**config.mk**
```make
export PLATFORM = sky130hd
export DESIGN_NAME = multiword_add_seq
export DESIGN_NICKNAME = d
export VERILOG_FILES = /design/src/rtl/multiword_add_pkg.sv /design/src/rtl/adder16_core.sv /design/src/rtl/multiword_add_seq.sv
export SDC_FILE = /design/constraint.sdc
export NUM_CORES = 1
export LEC_CHECK = 0
export BUFFER_PORTS_ARGS = -buffer_cell sky130_fd_sc_hd__buf_2
export CORE_AREA = 2 2 132 198
export DETAILED_ROUTE_END_ITERATION = 8
export DIE_AREA = 0 0 134 200
export SLEW_MARGIN = 20
export SYNTH_ARGS = -nofsm -noshare
export SYNTH_HDL_FRONTEND = slang
export SYNTH_HIERARCHICAL = 1
export SYNTH_SLANG_ARGS = --single-unit
```
**constraint.sdc**
```tcl
create_clock -name clk -period 5.8 [get_ports clk]
set_clock_uncertainty 0.15 [all_clocks]
set_input_delay 0 -clock clk [delete_from_list [all_inputs] [get_ports clk]]
set_output_delay 0 -clock clk [all_outputs]
set_load 0.01 [all_outputs]
```
**src/rtl/multiword_add_pkg.sv**
```systemverilog
// Shared slice width and FSM state encoding for the sequential multiword adder.
package multiword_add_pkg;
  localparam int SLICE_W = 16;

  typedef enum logic [1:0] {
    IDLE = 2'd0,
    ADD  = 2'd1,
    DONE = 2'd2
  } state_t;
endpackage

```
**src/rtl/adder16_core.sv**
```systemverilog
// Combinational SLICE_W-bit adder with carry-in and carry-out; zero latency, no flow control.
module adder16_core
  import multiword_add_pkg::*;
(
  input  logic [SLICE_W-1:0] i_x,
  input  logic [SLICE_W-1:0] i_y,
  input  logic               i_cin,
  output logic [SLICE_W-1:0] o_s,
  output logic               o_cout
);

  assign {o_cout, o_s} = {1'b0, i_x} + {1'b0, i_y} + {{SLICE_W{1'b0}}, i_cin};

endmodule

```
**src/rtl/multiword_add_seq.sv**
```systemverilog
// Sequential N-bit adder, one 16-bit slice per cycle; out_valid rises WORDS cycles after accept.
// Result held until out_ready; in_ready only in IDLE. Define MULTIWORD_ADD_SIGNED_OVF_EN for the ovf output.
module multiword_add_seq
  import multiword_add_pkg::*;
#(
  parameter int WORDS = 4
)
(
  input  logic                       clk,
  input  logic                       rst_n,
  input  logic                       in_valid,
  output logic                       in_ready,
  input  logic [SLICE_W*WORDS-1:0]   a,
  input  logic [SLICE_W*WORDS-1:0]   b,
  input  logic                       cin,
  output logic                       out_valid,
  input  logic                       out_ready,
  output logic [SLICE_W*WORDS-1:0]   sum,
  output logic                       cout
`ifdef MULTIWORD_ADD_SIGNED_OVF_EN
  ,
  output logic                       ovf
`endif
);

  localparam int IDX_W = $clog2(WORDS);
  localparam logic [IDX_W-1:0] LAST_IDX = IDX_W'(WORDS - 1);

  state_t                          r_state;
  state_t                          w_state_nxt;
  logic [IDX_W-1:0]                r_idx;
  logic                            r_carry;
  logic [WORDS-1:0][SLICE_W-1:0]   r_a;
  logic [WORDS-1:0][SLICE_W-1:0]   r_b;
  logic [WORDS-1:0][SLICE_W-1:0]   r_sum;
  logic                            r_cout;
  logic [SLICE_W-1:0]              w_x;
  logic [SLICE_W-1:0]              w_y;
  logic [SLICE_W-1:0]              w_s;
  logic                            w_co;
  logic                            w_last;
  logic                            w_accept;

  assign w_x      = r_a[r_idx];
  assign w_y      = r_b[r_idx];
  assign w_last   = (r_idx == LAST_IDX);
  assign w_accept = in_valid && (r_state == IDLE);
  assign sum      = r_sum;
  assign cout     = r_cout;

  adder16_core u_core (
    .i_x    (w_x),
    .i_y    (w_y),
    .i_cin  (r_carry),
    .o_s    (w_s),
    .o_cout (w_co)
  );

  always_ff @(posedge clk or negedge rst_n) begin
    if (!rst_n) r_state <= IDLE;
    else        r_state <= w_state_nxt;
  end

  always_comb begin
    w_state_nxt = r_state;
    in_ready    = 1'b0;
    out_valid   = 1'b0;
    case (r_state)
      IDLE: begin
        in_ready = 1'b1;
        if (in_valid) w_state_nxt = ADD;
      end
      ADD: begin
        if (w_last) w_state_nxt = DONE;
      end
      DONE: begin
        out_valid = 1'b1;
        if (out_ready) w_state_nxt = IDLE;
      end
      default: w_state_nxt = IDLE;
    endcase
  end

  // Operands are captured once; later a/b/cin changes cannot disturb an add in flight.
  always_ff @(posedge clk or negedge rst_n) begin
    if (!rst_n) begin
      r_a     <= '0;
      r_b     <= '0;
      r_idx   <= '0;
      r_carry <= 1'b0;
      r_sum   <= '0;
      r_cout  <= 1'b0;
    end else if (w_accept) begin
      r_a     <= a;
      r_b     <= b;
      r_carry <= cin;
      r_idx   <= '0;
    end else if (r_state == ADD) begin
      r_sum[r_idx] <= w_s;
      r_carry      <= w_co;
      r_idx        <= r_idx + 1'b1;
      if (w_last) r_cout <= w_co;
    end
  end

`ifdef MULTIWORD_ADD_SIGNED_OVF_EN
  logic r_ovf;
  logic w_msb_cin;

  // Carry into the top bit is recovered from the top-bit sum: s = x ^ y ^ c.
  assign w_msb_cin = w_x[SLICE_W-1] ^ w_y[SLICE_W-1] ^ w_s[SLICE_W-1];
  assign ovf       = r_ovf;

  always_ff @(posedge clk or negedge rst_n) begin
    if (!rst_n)                            r_ovf <= 1'b0;
    else if ((r_state == ADD) && w_last)   r_ovf <= w_msb_cin ^ w_co;
  end
`endif

endmodule

```
==> out/results.tsv <==
metric	value	unit
Tightest Pin Transition	0.9364	ns
# fillers	2185	
RSZ-0062 raised after global routing	false	
worst r2r src	r_idx[0]	
Post-synth EDFFs	0	
Die Height	200	um
Syn Area/Cell	15.94	um2
setup TNS	0	ns
P per Cell Area	714.3	nW/um2
count of final hold-check violations	0	
Crit path top cell by count	fa_1	
die outline area	26800	um2
post-DR vias/cell	4.817	
crit-path max FO	16	
number of global-route vias before repair	6506	
final worst setup slack	1.953	ns
Routed Antenna Nets	0	
largest net degree at the start of global routing	129	
CORE AREA	24960	um2
clk sinks	198	
PortBufs	199	
CTS buffer count	17	
CTS tree	built	
sequential fraction of the synthesis area	54.24	%
flop-to-flop setup slack	1.95	ns
synth cell count leaders	dfrtp_1, mux2_2, mux2_4, mux4_2, ha_1	
via count	5983	
Area Growth Syn to Fin	34.97	%
most frequent cell after synthesis	dfrtp_1	
overall power	8807	uW
GRT Util Overall	17.49	%
# nets final	1053	
clk_lat worst skew	0.44	ns
Startpoint Class	flop	
final count of pins violating max slew	0	
drt total wl	22.59	mm
Lkg Pwr	0.005624	uW
WS Path Type	reg -> reg	
first-pass GRT wire length	35.75	mm
1st-iter DRT viols	237	
asr flop ratio synth	100.0	%
Rows	71	
H-tree depth reported by CTS	4	
status	completed	
worst min-delay path class	in -> async	
Die X-Extent	134	um
# DRC	0	
fin area	12330	um2
Final Non-Filler Cells	1242	
wire per inst	18.19	um
top cell type's share of synthesized area	54.24	%
Syn Nets	727	
first-pass detailed-route iteration total	4	
Max-cap violations	0	
Worst R2R Path Depth	9	
Detail Placement HPWL	15.78	mm
# setup viols final	0	
Yosys top cell by area	dfrtp_1	
CP Cell Sequence	mux4_2 > fa_1 > fa_1 > a21o_1 > a221o_2 > a21oi_2 > a21oi_1 > xor2_1 > mux2_4	
Initial Util	36.59	%
last weighted congestion value of the routability-driven placer	0.8491	
worst slack at placement	1.921	ns
period utilization	66.33	%
dpl cells	1076	
Worst Path Arrival	4.02	ns
initial antenna violation count	1	
CP Capture Type	flop	
max_slew headroom	37.44	%
total gr overflow	0	
Reg2Reg Capture Point	sum[30]	
placed cell areas	10410	um2
delay of the slowest cell on the worst path	0.67	ns
Area contributors post-synth	dfrtp_1, mux2_2, mux4_2	
CTS Buffer Depth	2	
Slowest-stage cell, CP	dfrtp_2	
Ys Warns	6	
achievable frequency	259.9	MHz
Synth Flop Type	dfrtp_1	
cell count after synthesis	573	
CTS clk-pin slew, worst paths	0.07	ns
# IOs	200	
min cycle time layout	3.847	ns
Yosys reg bits	198	
synthesized area	9135	um2
Post-CTS Resized	0	
layout cells sized above 1	52.08	%
required time worst endpoint	5.97	ns
CTS root buf	clkbuf_16	
Netlist cell types	41	
VDD IR max	0.3312	mV
-- cell families after synthesis --
| logic type | share of synthesized area, % |
|---|---|
| and+or+nand+nor | 2.329 |
| muxes | 33.39 |
| buffers and inverters | 2.315 |
| AOI/OAI and AO/OA | 3.342 |
| DFF | 54.24 |
| adders and majority gates | 3.041 |
| xor gates and xnor gates | 1.342 |
-- routing by layer --
layer,GRT usage [%],share of wire (%),vias to the layer above
li1,-,-,2771
met1,21.35,42,3008
met5,0,0,-
met4,6.659,2.4,0
met2,30.62,52,167
met3,3.460,3.6,37
-- layout by cell type (no fill, tap or decap), types with 4 or more instances in the layout --
cell type | netlist | layout
clkbuf_16 | 0 | 17
o21ai_0 | 6 | 6
mux4_2 | 32 | 32
buf_4 | 13 | 4
a21oi_1 | 13 | 13
inv_6 | 0 | 5
xor2_1 | 6 | 6
mux2_4 | 39 | 39
dlygate4sd3_1 | 0 | 132
mux2_2 | 154 | 154
a21o_1 | 9 | 9
nor2_1 | 10 | 10
dfrtp_1 | 198 | 196
ha_1 | 19 | 19
inv_1 | 4 | 4
inv_8 | 0 | 4
buf_2 | 7 | 198
xnor2_1 | 8 | 8
nand2_4 | 4 | 4
nand2_1 | 4 | 4
-- report_power, final --
part,internal [uW],switching (uW),total [uW]
clock network,590,586,1180
registers,2130,431,2560
logic,2570,2500,5070
total,5290,3520,8810
-- worst max-delay path by stage --
stage | to | slack (ns) | cells past startpoint | startpoint
2_1_floorplan | sum[56] | 1.97 | 11 | r_idx[0]
3_3_place_gp | sum[56] | 1.94 | 9 | r_idx[0]
3_5_place_dp | sum[46] | 1.92 | 9 | r_idx[0]
4_1_cts | sum[30] | 1.91 | 9 | r_idx[0]
5_1_grt | sum[11] | 1.68 | 9 | r_idx[0]
6_report | sum[30] | 1.95 | 9 | r_idx[0]
-- worst max-delay path: cells and delay by family, from the launching register on --
family	cells	cell delay [ns]
muxes	2	0.89
AOI/OAI and AO/OA	4	0.92
adders and majority gates	2	0.91
xor gates and xnor gates	1	0.18
DFF	1	0.67
-- sequential cells by signal, indices dropped and copies added, names as in the netlist --
name / flops
r_carry: 1
r_a: 64
sum: 64
cout: 1
r_idx: 2
r_b: 64
r_state: 2
-- through the flow --
stage               utilization [%]  hold WS [ns]
floorplan                         -       -0.4456
global placement              41.71     -0.005349
detailed placement            41.71      -0.01305
CTS                           49.37       0.07706
global route                  49.38        0.1210
finish                        49.39       0.05125
-- cell type report --
cell class	count	area (um2)	share of cell area, %
Inverter	4	15.01	0.1218
Sequential cell	198	4957	40.21
Multi-Input combinational cell	342	3974	32.23
Antenna cell	2	5.005	0.04059
Clock buffer	18	439.2	3.562
Timing Repair Buffer	336	2376	19.27
Clock inverter	14	152.6	1.238
Tap cell	328	410.4	3.329
-- repair_timing --
action	in CTS	in global routing
hold buffers	132	0
endpoints found under the hold margin	228	0
setup buffers	0	0
Power figures use the tool's default switching activity.
